--- src/rtl/fir_sequencer_if.sv ---
// Start/config handshake plus dmem port A/B and MAC signals owned by fir_sequencer while busy.
interface fir_sequencer_if #(
    parameter int unsigned ADDR_W = 10,
    parameter int unsigned CNT_W  = 7
);
    logic              start;
    logic [CNT_W-1:0]  cfg_ntaps;
    logic [ADDR_W-1:0] cfg_x_base;
    logic [ADDR_W-1:0] cfg_h_base;
    logic [ADDR_W-1:0] cfg_y_addr;
    logic [4:0]        cfg_shift;
    logic              busy;
    logic              done;

    logic [ADDR_W-1:0] dmem_addr_a;
    logic              dmem_we_a;
    logic [31:0]       dmem_wdata_a;
    logic [31:0]       dmem_rdata_a;
    logic [ADDR_W-1:0] dmem_addr_b;
    logic [31:0]       dmem_rdata_b;

    logic [15:0]       mac_a;
    logic [15:0]       mac_b;
    logic              mac_en;
    logic              mac_clr;
    logic [31:0]       mac_acc;

    modport master (
        input  start, cfg_ntaps, cfg_x_base, cfg_h_base, cfg_y_addr, cfg_shift,
        input  dmem_rdata_a, dmem_rdata_b, mac_acc,
        output busy, done,
        output dmem_addr_a, dmem_we_a, dmem_wdata_a, dmem_addr_b,
        output mac_a, mac_b, mac_en, mac_clr
    );

    modport slave (
        output start, cfg_ntaps, cfg_x_base, cfg_h_base, cfg_y_addr, cfg_shift,
        output dmem_rdata_a, dmem_rdata_b, mac_acc,
        input  busy, done,
        input  dmem_addr_a, dmem_we_a, dmem_wdata_a, dmem_addr_b,
        input  mac_a, mac_b, mac_en, mac_clr
    );
endinterface

--- src/rtl/fir_sequencer.sv ---
// Autonomous FIR tap sequencer: streams samples/coefficients from dmem into the MAC,
// then writes the shifted, saturated accumulator back to dmem port A.
module fir_sequencer #(
    parameter int unsigned ADDR_W   = 10,
    parameter int unsigned TAPS_MAX = 64,
    parameter int unsigned CNT_W    = 7
) (
    input  logic            clk,
    input  logic            rst,
    fir_sequencer_if.master bus
);

    localparam logic [CNT_W-1:0] TAPS_MAX_C = CNT_W'(TAPS_MAX);

    typedef enum logic [2:0] {
        S_IDLE,
        S_FETCH,
        S_ACC,
        S_WRITE,
        S_DONE
    } state_t;

    state_t            state_q, state_d;
    logic [CNT_W-1:0]  cnt_q, cnt_d;
    logic [CNT_W-1:0]  ntaps_q, ntaps_d;
    logic [ADDR_W-1:0] xb_q, xb_d;
    logic [ADDR_W-1:0] hb_q, hb_d;
    logic [ADDR_W-1:0] y_addr_q, y_addr_d;
    logic [4:0]        sh_q, sh_d;
    logic              zero_q, zero_d;

    logic              busy_q, busy_d;
    logic              done_q, done_d;
    logic [ADDR_W-1:0] addr_a_q, addr_a_d;
    logic [ADDR_W-1:0] addr_b_q, addr_b_d;
    logic              we_a_q, we_a_d;
    logic              mac_en_q, mac_en_d;
    logic              mac_clr_q, mac_clr_d;

    logic [CNT_W-1:0]  ntaps_clamped_c;
    logic [CNT_W-1:0]  cnt_inc_c;
    logic signed [31:0] acc_shift_c;
    logic [15:0]       y_sat_c;
    logic [15:0]       y_c;
    logic              unused_rdata_hi;

    always_ff @(posedge clk) begin
        if (!rst) begin
            state_q   <= S_IDLE;
            cnt_q     <= '0;
            ntaps_q   <= '0;
            xb_q      <= '0;
            hb_q      <= '0;
            y_addr_q  <= '0;
            sh_q      <= '0;
            zero_q    <= 1'b0;
            busy_q    <= 1'b0;
            done_q    <= 1'b0;
            addr_a_q  <= '0;
            addr_b_q  <= '0;
            we_a_q    <= 1'b0;
            mac_en_q  <= 1'b0;
            mac_clr_q <= 1'b0;
        end else begin
            state_q   <= state_d;
            cnt_q     <= cnt_d;
            ntaps_q   <= ntaps_d;
            xb_q      <= xb_d;
            hb_q      <= hb_d;
            y_addr_q  <= y_addr_d;
            sh_q      <= sh_d;
            zero_q    <= zero_d;
            busy_q    <= busy_d;
            done_q    <= done_d;
            addr_a_q  <= addr_a_d;
            addr_b_q  <= addr_b_d;
            we_a_q    <= we_a_d;
            mac_en_q  <= mac_en_d;
            mac_clr_q <= mac_clr_d;
        end
    end

    // Next state plus the registered outputs for the coming cycle.
    always_comb begin
        state_d   = state_q;
        cnt_d     = cnt_q;
        ntaps_d   = ntaps_q;
        xb_d      = xb_q;
        hb_d      = hb_q;
        y_addr_d  = y_addr_q;
        sh_d      = sh_q;
        zero_d    = zero_q;
        busy_d    = 1'b0;
        done_d    = 1'b0;
        addr_a_d  = '0;
        addr_b_d  = '0;
        we_a_d    = 1'b0;
        mac_en_d  = 1'b0;
        mac_clr_d = 1'b0;

        ntaps_clamped_c = (bus.cfg_ntaps > TAPS_MAX_C) ? TAPS_MAX_C : bus.cfg_ntaps;
        cnt_inc_c       = cnt_q + CNT_W'(1);

        unique case (state_q)
            S_IDLE: begin
                if (bus.start) begin
                    ntaps_d  = ntaps_clamped_c;
                    xb_d     = bus.cfg_x_base;
                    hb_d     = bus.cfg_h_base;
                    y_addr_d = bus.cfg_y_addr;
                    sh_d     = bus.cfg_shift;
                    cnt_d    = '0;
                    busy_d   = 1'b1;
                    if (ntaps_clamped_c != '0) begin
                        state_d  = S_FETCH;
                        zero_d   = 1'b0;
                        addr_a_d = bus.cfg_x_base;
                        addr_b_d = bus.cfg_h_base;
                    end else begin
                        // Empty filter: go straight to writing a zero result.
                        state_d  = S_WRITE;
                        zero_d   = 1'b1;
                        addr_a_d = bus.cfg_y_addr;
                        we_a_d   = 1'b1;
                    end
                end
            end
            S_FETCH: begin
                busy_d    = 1'b1;
                mac_en_d  = 1'b1;
                mac_clr_d = (cnt_q == '0);
                if (cnt_inc_c == ntaps_q) begin
                    state_d = S_ACC;
                end else begin
                    cnt_d    = cnt_inc_c;
                    addr_a_d = xb_q - ADDR_W'(cnt_inc_c);
                    addr_b_d = hb_q + ADDR_W'(cnt_inc_c);
                end
            end
            S_ACC: begin
                state_d  = S_WRITE;
                busy_d   = 1'b1;
                we_a_d   = 1'b1;
                addr_a_d = y_addr_q;
            end
            S_WRITE: begin
                state_d = S_DONE;
                done_d  = 1'b1;
            end
            S_DONE: begin
                state_d = S_IDLE;
            end
            default: begin
                state_d = S_IDLE;
            end
        endcase
    end

    // Shift and saturate the registered MAC result during the write cycle.
    always_comb begin
        acc_shift_c = $signed(bus.mac_acc) >>> sh_q;
        if (acc_shift_c > 32'sd32767) begin
            y_sat_c = 16'h7FFF;
        end else if (acc_shift_c < -32'sd32768) begin
            y_sat_c = 16'h8000;
        end else begin
            y_sat_c = acc_shift_c[15:0];
        end
        y_c = zero_q ? 16'h0000 : y_sat_c;
    end

    assign bus.busy         = busy_q;
    assign bus.done         = done_q;
    assign bus.dmem_addr_a  = addr_a_q;
    assign bus.dmem_addr_b  = addr_b_q;
    assign bus.dmem_we_a    = we_a_q;
    assign bus.mac_en       = mac_en_q;
    assign bus.mac_clr      = mac_clr_q;

    // Read data arrives one cycle after the address, so operands pass straight through.
    assign bus.mac_a        = mac_en_q ? bus.dmem_rdata_a[15:0] : 16'h0000;
    assign bus.mac_b        = mac_en_q ? bus.dmem_rdata_b[15:0] : 16'h0000;
    assign bus.dmem_wdata_a = we_a_q ? {{16{y_c[15]}}, y_c} : 32'h0;

    assign unused_rdata_hi  = ^{bus.dmem_rdata_a[31:16], bus.dmem_rdata_b[31:16]};

endmodule

--- src/flat_wrapper.sv ---
// flat-port wrapper written by rule: the top's interface ports become plain ports
module fir_sequencer_flat 
#(
    parameter int unsigned ADDR_W   = 10,
    parameter int unsigned TAPS_MAX = 64,
    parameter int unsigned CNT_W    = 7
)
  (clk, rst, bus_start, bus_cfg_ntaps, bus_cfg_x_base, bus_cfg_h_base, bus_cfg_y_addr, bus_cfg_shift, bus_dmem_rdata_a, bus_dmem_rdata_b, bus_mac_acc, bus_busy, bus_done, bus_dmem_addr_a, bus_dmem_we_a, bus_dmem_wdata_a, bus_dmem_addr_b, bus_mac_a, bus_mac_b, bus_mac_en, bus_mac_clr);
  fir_sequencer_if #(.ADDR_W(ADDR_W), .CNT_W(CNT_W)) bus_i ();
  input  logic clk;
  input  logic rst;
  input wire logic [$bits(bus_i.start)-1:0] bus_start;
  input wire logic [$bits(bus_i.cfg_ntaps)-1:0] bus_cfg_ntaps;
  input wire logic [$bits(bus_i.cfg_x_base)-1:0] bus_cfg_x_base;
  input wire logic [$bits(bus_i.cfg_h_base)-1:0] bus_cfg_h_base;
  input wire logic [$bits(bus_i.cfg_y_addr)-1:0] bus_cfg_y_addr;
  input wire logic [$bits(bus_i.cfg_shift)-1:0] bus_cfg_shift;
  input wire logic [$bits(bus_i.dmem_rdata_a)-1:0] bus_dmem_rdata_a;
  input wire logic [$bits(bus_i.dmem_rdata_b)-1:0] bus_dmem_rdata_b;
  input wire logic [$bits(bus_i.mac_acc)-1:0] bus_mac_acc;
  output wire logic [$bits(bus_i.busy)-1:0] bus_busy;
  output wire logic [$bits(bus_i.done)-1:0] bus_done;
  output wire logic [$bits(bus_i.dmem_addr_a)-1:0] bus_dmem_addr_a;
  output wire logic [$bits(bus_i.dmem_we_a)-1:0] bus_dmem_we_a;
  output wire logic [$bits(bus_i.dmem_wdata_a)-1:0] bus_dmem_wdata_a;
  output wire logic [$bits(bus_i.dmem_addr_b)-1:0] bus_dmem_addr_b;
  output wire logic [$bits(bus_i.mac_a)-1:0] bus_mac_a;
  output wire logic [$bits(bus_i.mac_b)-1:0] bus_mac_b;
  output wire logic [$bits(bus_i.mac_en)-1:0] bus_mac_en;
  output wire logic [$bits(bus_i.mac_clr)-1:0] bus_mac_clr;
  assign bus_i.start = bus_start;
  assign bus_i.cfg_ntaps = bus_cfg_ntaps;
  assign bus_i.cfg_x_base = bus_cfg_x_base;
  assign bus_i.cfg_h_base = bus_cfg_h_base;
  assign bus_i.cfg_y_addr = bus_cfg_y_addr;
  assign bus_i.cfg_shift = bus_cfg_shift;
  assign bus_i.dmem_rdata_a = bus_dmem_rdata_a;
  assign bus_i.dmem_rdata_b = bus_dmem_rdata_b;
  assign bus_i.mac_acc = bus_mac_acc;
  assign bus_busy = bus_i.busy;
  assign bus_done = bus_i.done;
  assign bus_dmem_addr_a = bus_i.dmem_addr_a;
  assign bus_dmem_we_a = bus_i.dmem_we_a;
  assign bus_dmem_wdata_a = bus_i.dmem_wdata_a;
  assign bus_dmem_addr_b = bus_i.dmem_addr_b;
  assign bus_mac_a = bus_i.mac_a;
  assign bus_mac_b = bus_i.mac_b;
  assign bus_mac_en = bus_i.mac_en;
  assign bus_mac_clr = bus_i.mac_clr;
  fir_sequencer #(.ADDR_W(ADDR_W), .TAPS_MAX(TAPS_MAX), .CNT_W(CNT_W)) u_core (.clk(clk), .rst(rst), .bus(bus_i));
endmodule
--- config.mk ---
export PLATFORM = sky130hd
export DESIGN_NAME = fir_sequencer_flat
export DESIGN_NICKNAME = d
export VERILOG_FILES = /design/src/rtl/fir_sequencer_if.sv /design/src/rtl/fir_sequencer.sv /design/src/flat_wrapper.sv
export SDC_FILE = /design/constraint.sdc
export NUM_CORES = 1
export LEC_CHECK = 0
export CORE_AREA = 8 8 129 131
export CTS_BUF_LIST = sky130_fd_sc_hd__clkbuf_8 sky130_fd_sc_hd__clkbuf_16
export DETAILED_ROUTE_END_ITERATION = 6
export DIE_AREA = 0 0 137 139
export DONT_BUFFER_PORTS = 1
export PLACE_DENSITY = 0.6
export RECOVER_POWER = 25
export SYNTH_ARGS = -nofsm -noshare
export SYNTH_HDL_FRONTEND = slang
export SYNTH_SLANG_ARGS = --single-unit
--- constraint.sdc ---
create_clock -name clk -period 2.5 [get_ports clk]
set_input_delay 0.375 -clock clk [delete_from_list [all_inputs] [get_ports clk]]
set_output_delay 0.375 -clock clk [all_outputs]
set_load 0.02 [all_outputs]
# After elaboration in Yosys (flattened, before gate mapping)
# Cells that the tools add are included.
dict set report word_totals {
  output_inout_bits 89
  register_bits 78
  word_cells 67
  in_bits 141
}
dict set report classes {
  muxes 29
  order_cmp 3
  n_eq_ne 7
  add_sub_neg 3
  shifts 1
  reduce_logical 9
}
# cell n
set ops {}
lappend ops {{$mux 16} 5}
lappend ops {{$mux 10} 6}
lappend ops {{$gt 32x16->1 const B} 1}
lappend ops {{$lt 32x16->1 const B} 1}
lappend ops {{$mux 32} 1}
lappend ops {{$sshr 32x5->32} 1}
lappend ops {{$pmux 10 s3} 1}
lappend ops {{$mux 7} 3}
lappend ops {{$pmux 10 s2} 1}
lappend ops {{$pmux 7 s2} 1}
lappend ops {{$pmux 3 s4} 1}
lappend ops {{$add 10x7->10} 1}
lappend ops {{$sub 10x7->10} 1}
lappend ops {{$add 7x1->7 const B} 1}
lappend ops {{$eq 7x7->1} 1}
lappend ops {{$gt 7x7->1 const B} 1}
lappend ops {{$logic_not 7->1} 1}
lappend ops {{$reduce_bool 7->1} 1}
lappend ops {{$eq 3x2->1 const B} 2}
lappend ops {{$mux 3} 2}
lappend ops {{$reduce_and 2->1} 3}
lappend ops {{$mux 1} 5}
lappend ops {{$ne 2x2->1 const B} 2}
lappend ops {{$pmux 1 s2} 2}
lappend ops {{other kinds (7)} 7}

# Logic depth before layout (Yosys ltp)
# Gate-level depths: netlist of the first run.
dict set report logic_depth {
  depth_word 6
  depth_mapped 12
  mapped_depth_nobuf 12
}

# Worst setup path before layout of the first run
# OpenSTA, ideal clock, no wires.
dict set report synth_path {
  path_type {register -> output}
  start {register u_core.sh_q[0]}
  end {output port bus_dmem_wdata_a[10]}
  path_stages_with_launch 10
  n_path_buf 2
  arrival_ns 2.504
  t_required_ns 2.125
  slack_ns -0.379
  cell_sequence {dfxtp_1 buf_6 mux4_2 mux2i_1 mux2_4 or4b_4 nor4_4 nor2_2 buf_6 o211ai_2}
}
dict set report synth_between {
  elab_chain_cells 6
  elab_cells_between_ends 7
  classes_between {order compare: 2; shift: 1; mux: 4}
}
# item line_no
set synth_lines {}
lappend synth_lines {{start, declared} fir_sequencer.sv:29} ;# logic [4:0] sh_q, sh_d;
lappend synth_lines {{start signal, assigned} fir_sequencer.sv:55} ;# sh_q <= '0;
lappend synth_lines {{start signal, assigned} fir_sequencer.sv:71} ;# sh_q <= sh_d;
lappend synth_lines {{$sshr 32x5->32 (*)} fir_sequencer.sv:161} ;# acc_shift_c = $signed(bus.mac_acc) >>> sh_q;
lappend synth_lines {{$lt 32x16->1} fir_sequencer.sv:164} ;# end else if (acc_shift_c < -32'sd32768) begin
lappend synth_lines {{$mux 16} fir_sequencer.sv:164}
lappend synth_lines {{$mux 16 (*)} fir_sequencer.sv:162} ;# if (acc_shift_c > 32'sd32767) begin
lappend synth_lines {{$mux 16 (*)} fir_sequencer.sv:169} ;# y_c = zero_q ? 16'h0000 : y_sat_c;
lappend synth_lines {{$mux 32 (*)} fir_sequencer.sv:183} ;# assign bus.dmem_wdata_a = we_a_q ? {{16{y_c[15]}}, y_c} : 32'h0;
lappend synth_lines {{end, declared} flat_wrapper.sv:25} ;# output wire logic [$bits(bus_i.dmem_wdata_a)-1:0] bus_dmem_wdata_a;
# Mark *: on every way between the ends. The rest lies on a longest branch, timed or not.

# Worst setup path after layout of the first run
dict set report layout_path {
  start {register u_core.sh_q[0]}
  end {output port bus_dmem_wdata_a[13]}
}
# The elaborated chain is that of the path after synthesis.

==> summary.txt, run 1 <==
area share of xor/xnor cells in the synthesized design = 0.0386
Area Overhead vs Synth = 26.5%
max_cap viols = 0
Worst Path Required = 2.12 ns
core area = 14800 um^2
VDD IR max = 0.000509 V
Sw Share = 0.393
failing checks = setup timing
row count = 45
Internal Power = 0.00386 W
first-pass GRT wire length = 32400 um
drt wl/cell = 20.5 um
Num CTS Buffers = 9
status = finished with violations
Post-Synthesis Cell Area = 6420 um^2
CP startpoint = u_core.sh_q[0]
relative max-transition margin = 0.372
Clk pwr share = 0.233
Die Span Y = 139 um
Hold Path Origin = bus_cfg_h_base[7]
crit-path max FO = 8
later-pin clock latency in the skew report = 0.33 ns
worst endpoint data arrival time = 2.91 ns
Nets = 1011
TNS Setup = -11.18 ns
mean area per synthesized cell = 8.18 um^2
endpoint type of the worst setup path = output port
share of layout cells above drive strength 1 = 0.289
HPWL Detailed = 16400 um
DRC errors left = 0
Yosys top cell by area = dfxtp_1
io pins = 230
port bufs = 0
count leader, synth = nand2_1
largest family of logic cells by synthesized area = simple AND/OR/NAND/NOR gates
ys async rst share = 0
worst reg2reg path startpoint = u_core.cnt_q[1]
GRT overflow = 0
Fill cells = 1312
Synth Area in Simple Gates = 0.225
vias = 6222
Seq/Total Area, Yosys = 0.243
Die ar. = 19000 um^2
placer's final routability congestion estimate = 0.945
Hold/Removal Path Class = in2reg
Synth Instances = 785
post-route ant nets = 0
CTS root buf = clkbuf_16
synth cell count leaders = nand2_1 (127), dfxtp_1 (78), a21oi_1 (55)
GRT Util Overall = 0.213
Power Density = 783 nW/um^2
synth unique cells = 60
share of the synthesized area in the top cell type = 0.243
Final Hold Fails = 0
vias in the first global route = 6023
CTS clk-pin slew, worst paths = 0.06 ns
TritonCTS clock tree = done
number of H-tree levels = 3
total power = 0.00636 W
WL final = 21400 um
routed wl met3 = 2020 um
Final min period = 3.29 ns
Finished Cell Area = 8120 um^2
DP Area = 7360 um^2
most area-consuming cells after synthesis = dfxtp_1 (24%), mux2i_1 (7.5%), nand2_1 (7.4%)
Synth warnings = 0
CTS Buffer Depth = 2
sequential power share = 0.272
Psw = 0.00250 W
met1 wire length = 8440 um
Post-synth EDFFs = 0
DR pass1 iterations = 5
diode count = 0
Final Cycle Share = 1.31
initial antenna violation count = 1
DR iter-0 viols = 472
measured slew at the worst slew-check pin = 0.928 ns
Yosys reg bits = 78
pins over their slew limit = 0
R2R setup slack = 0.09 ns
fin util = 0.550
Comb power frac = 0.495
Place WS = -0.570 ns
Final WS setup = -0.787 ns
Top FF cell, synth = dfxtp_1
multi-input logic area = 4750 um^2
routed wl met2 = 10400 um
Final setup viols = 15
register area = 1580 um^2
# hold bufs at CTS = 0
largest net degree at the start of global routing = 60
mux contribution to synthesized area = 0.183
Layout Skew = 0.00649 ns
RSZ-0062 raised after global routing = true
Highest Signal Layer = met5
fraction of the mapped netlist area in adder cells = 0.0374
initial core utilization = 0.435
Startpoint Class = flip-flop
kind of critical path = reg2out
post-synth net total = 944
clk sink count = 78
post-synthesis compound-gate area fraction = 0.202
leakage = 3.16 nW
vias per cell = 5.95
Fmax = 0.304 GHz
Die Span X = 137 um
[flip-flops by register name, indices dropped and copies added (netlist names)]
register,cells
u_core.bus.dmem_addr_a,10
u_core.sh_q,5
u_core.y_addr_q,10
u_core.bus.mac_clr,1
u_core.cnt_q,7
u_core.bus.done,1
u_core.state_q,3
u_core.ntaps_q,7
u_core.bus.busy,1
u_core.zero_q,1
u_core.bus.mac_en,1
u_core.bus.dmem_we_a,1
u_core.hb_q,10
u_core.xb_q,10
u_core.bus.dmem_addr_b,10
[logic make-up (layout without fill, tap and decap cells)]
| kind of cell | after synthesis | count (layout) |
|---|---|---|
| XOR/XNOR | 22 | 22 |
| multiplexers | 86 | 86 |
| flip-flops | 78 | 78 |
| AND/OR/NAND/NOR | 300 | 300 |
| AO/OA/AOI/OAI | 184 | 184 |
| buffers and inverters | 97 | 169 |
| adder cells (fa/ha/maj) | 18 | 18 |
[repair_timing]
item | 4_1_cts | 5_1_grt
setup endpoints to repair | 41 | 40
resized for setup | 20 | 48
pin swaps | 7 | 31
setup buffers | 8 | 10
[metrics by stage]
step / hold WS, ns / std cells
floorplan: 0.434 / 785
global placement: 0.441 / 1011
detailed placement: 0.446 / 1011
CTS: 0.161 / 1035
global route: 0.164 / 1045
finish: 0.167 / 1045
[metal layers]
metal	track usage	vias up
met4	0.0738	2
met5	0	-
met3	0.0609	44
met1	0.252	2970
met2	0.358	280
li1	-	2926
[area by class of cell]
type,instances,area share
Clock buffer,9,0.0277
Clock inverter,7,0.0140
Inverter,19,0.00878
Multi-Input combinational cell,610,0.585
Sequential cell,78,0.195
Tap cell,188,0.0290
Timing Repair Buffer,134,0.140
[power groups by stage]
stage               sequential, W  combinational, W  clock [W]
finish                    0.00173           0.00315    0.00148
global route              0.00176           0.00340    0.00156
CTS                       0.00173           0.00298    0.00151
detailed placement        0.00175           0.00290          0
global placement          0.00174           0.00287          0
floorplan                 0.00167           0.00201          0
[path summary, 6_finish.rpt]
check,to,depth (start not counted)
hold / removal,u_core.hb_q[7],2
setup / recovery,bus_dmem_wdata_a[13],10
setup reg to reg,u_core.bus.dmem_addr_b[8],11
hold reg to reg,u_core.y_addr_q[0],2
[placed cells by master, fill, tap and decap left out, types with 10 or more instances in the layout]
cell / instances
buf_4: 114
mux2i_1: 46
nand3b_1: 11
xnor2_1: 10
ha_1: 12
inv_1: 18
a21oi_1: 46
a21boi_0: 36
nand3_1: 17
mux4_2: 22
mux2_2: 15
nand2_1: 125
and2_1: 33
o21ai_0: 13
nor2_1: 50
nor3_1: 13
dfxtp_1: 72
[worst max-delay path, stage by stage, from the launching register on]
cell	delay, ns
dfxtp_4	0.42
buf_6	0.13
mux4_2	0.57
buf_6	0.15
o31ai_2	0.25
a21oi_2	0.11
nor4_4	0.24
nand4b_1	0.21
nand2_4	0.18
buf_12	0.17
o221ai_4	0.15
Power figures use the tool's default switching activity.
==> run 2, diff against run 1 <==
CTS_BUF_LIST = sky130_fd_sc_hd__clkbuf_4   (was sky130_fd_sc_hd__clkbuf_8 sky130_fd_sc_hd__clkbuf_16)
SKIP_LAST_GASP = 1   (was unset)
==> run 2 against run 1 <==
- the flow still finishes with violations (setup timing)
- final cell count increased by 0.29%
- sequential power about the same
- total power decreased by 7.4%
- count of clock-buffer cells in the layout increased by 2
- sequential cell count unchanged
- hold slack got worse by 0.12 ns
- clock skew increased by 0.014 ns
- clock power decreased by 33%
- sequential share of layout area increased by 0.23 points
- die area unchanged
- combinational power about the same
- critical path depth decreased by 1
- critical path type unchanged
==> summary.txt, run 2 (synthesis results as in run 1) <==
status = finished with violations (unchanged)
failing checks = setup timing (unchanged)
Die Span Y = 139 um (unchanged)
Final WS setup = -0.944 ns (was -0.787 ns)
later-pin clock latency in the skew report = 0.45 ns (was 0.33 ns)
vias in the first global route = 6016 (was 6023)
TNS Setup = -13.42 ns (was -11.18 ns)
WL final = 21300 um (was 21400 um)
Final min period = 3.44 ns (was 3.29 ns)
RSZ-0062 raised after global routing = true (unchanged)
row count = 45 (unchanged)
Final Cycle Share = 1.38 (was 1.31)
Fmax = 0.290 GHz (was 0.304 GHz)
sequential power share = 0.292 (was 0.272)
kind of critical path = reg2out (unchanged)
Area Overhead vs Synth = 25.0% (was 26.5%)
first-pass GRT wire length = 32300 um (was 32400 um)
Sw Share = 0.415 (was 0.393)
Layout Skew = 0.0209 ns (was 0.00649 ns)
DP Area = 7360 um^2 (unchanged)
io pins = 230 (unchanged)
DR pass1 iterations = 5 (unchanged)
max_cap viols = 0 (unchanged)
leakage = 3.11 nW (was 3.16 nW)
core area = 14800 um^2 (unchanged)
Slowest cell on crit path = mux4_2 (unchanged)
Worst Path Required = 2.12 ns (about the same)
Psw = 0.00244 W (was 0.00250 W)
relative max-transition margin = 0.340 (was 0.372)
CP max stage delay = 0.51 ns (was 0.57 ns)
TritonCTS clock tree = done (unchanged)
Internal Power = 0.00344 W (was 0.00386 W)
CP cell instances = buf_6, mux4_2, mux4_2, buf_6, nor4_4, nand4b_1, nand2_4, buf_12, o221ai_4 (was buf_6, mux4_2, buf_6, o31ai_2, a21oi_2, nor4_4, nand4b_1, nand2_4, buf_12, o221ai_4)
measured slew at the worst slew-check pin = 0.977 ns (was 0.928 ns)
total power = 0.00589 W (was 0.00636 W)
pins over their slew limit = 0 (unchanged)
Final Hold Fails = 0 (unchanged)
commonest non-fill, non-tap cells in the layout = nand2_1 (125), buf_4 (118), dfxtp_1 (72) (was nand2_1 (125), buf_4 (114), dfxtp_1 (72))
port bufs = 0 (unchanged)
crit-path max FO = 8 (unchanged)
CTS clk-pin slew, worst paths = 0.13 ns (was 0.06 ns)
worst endpoint data arrival time = 3.07 ns (was 2.91 ns)
diode count = 0 (unchanged)
Comb power frac = 0.540 (was 0.495)
Num CTS Buffers = 9 (unchanged)
DRC errors left = 0 (unchanged)
Finished Cell Area = 8020 um^2 (was 8120 um^2)
share of layout cells above drive strength 1 = 0.299 (was 0.289)
GRT overflow = 0 (unchanged)
commonest non-fill, non-tap cell in the layout = nand2_1 (unchanged)
Nets = 1014 (was 1011)
CTS root buf = clkbuf_4 (was clkbuf_16)
CTS Buffer Depth = 2 (unchanged)
placer's final routability congestion estimate = 0.945 (unchanged)
Final setup viols = 15 (unchanged)
post-route ant nets = 0 (unchanged)
drt wl/cell = 20.3 um (was 20.5 um)
endpoint type of the worst setup path = output port (unchanged)
Die ar. = 19000 um^2 (unchanged)
initial core utilization = 0.435 (unchanged)
Die Span X = 137 um (unchanged)
Place WS = -0.570 ns (unchanged)
crit path buf inv count = 3 (unchanged)
VDD IR max = 0.000453 V (was 0.000509 V)
CP delay by family, top = multiplexers (was simple AND/OR/NAND/NOR gates)
Startpoint Class = flip-flop (unchanged)
Hold/Removal Path Class = in2reg (unchanged)
GRT Util Overall = 0.212 (was 0.213)
clk sink count = 78 (unchanged)
largest net degree at the start of global routing = 60 (unchanged)
vias = 6156 (was 6222)
initial antenna violation count = 0 (was 1)
DR iter-0 viols = 480 (was 472)
number of H-tree levels = 3 (unchanged)
vias per cell = 5.87 (was 5.95)
Power Density = 734 nW/um^2 (was 783 nW/um^2)
HPWL Detailed = 16400 um (unchanged)
Clk pwr share = 0.168 (was 0.233)
==> run 2: changes by cell type in the layout (fill, tap and decap cells not counted), moves of 3 or more <==
| cell | previous run | this run |
|---|---|---|
| clkbuf_4 | 0 | 11 |
| clkbuf_16 | 9 | 0 |
| buf_4 | 114 | 118 |
| inv_1 | 18 | 15 |
==> run 2: what timing repair did <==
action | 4_1_cts | 5_1_grt
hold buffers | 0 | 0
resized for setup | 24 | 52
buffers inserted | 11 | 10
setup endpoints to repair | 41 | 39
pin swaps | 7 | 34
==> run 2: through the flow <==
| stage | util | std cells | hold WS, ns |
|---|---|---|---|
| finish | 0.544 | 1048 | 0.0424 |
| global route | 0.544 | 1048 | 0.0188 |
| CTS | 0.525 | 1038 | 0.0282 |
| detailed placement | 0.499 | 1011 | 0.446 |
| global placement | 0.499 | 1011 | 0.441 |
| floorplan | - | 785 | 0.434 |
==> run 2: path summary, 6_finish.rpt <==
| path | slack, ns | cells after the start | to | startpoint |
|---|---|---|---|---|
| setup / recovery | -0.94 | 9 | bus_dmem_wdata_a[13] | u_core.sh_q[0] |
| hold / removal | 0.04 | 2 | u_core.hb_q[7] | bus_cfg_h_base[7] |
| setup reg to reg | 0.10 | 11 | u_core.bus.dmem_addr_a[0] | u_core.cnt_q[1] |
| hold reg to reg | 0.47 | 2 | u_core.y_addr_q[0] | u_core.y_addr_q[0] |
==> run 2: final cells by class <==
cell class	instances	area (um^2)
fill	1348	6730
multi-input combinational	610	4780
sequential	78	1580
timing repair buffer	137	1170
tap	188	235
clock inverter	5	106
clock buffer	11	82.6
inverter	19	76.3
==> run 2: routing by layer <==
| metal | GRT usage | vias to the layer above | wire (um) |
|---|---|---|---|
| met5 | 0 | - | 0 |
| met2 | 0.358 | 256 | 10400 |
| met1 | 0.254 | 2937 | 8660 |
| met3 | 0.0558 | 31 | 1790 |
| li1 | - | 2932 | - |
| met4 | 0.0641 | 0 | 462 |
==> run 2: power by group through the flow <==
| stage | registers (W) | logic (W) | clock network (W) |
|---|---|---|---|
| detailed placement | 0.00175 | 0.00290 | 0 |
| CTS | 0.00173 | 0.00299 | 0.00101 |
| global route | 0.00176 | 0.00343 | 0.00106 |
| global placement | 0.00174 | 0.00287 | 0 |
| floorplan | 0.00167 | 0.00201 | 0 |
| finish | 0.00172 | 0.00318 | 0.000987 |
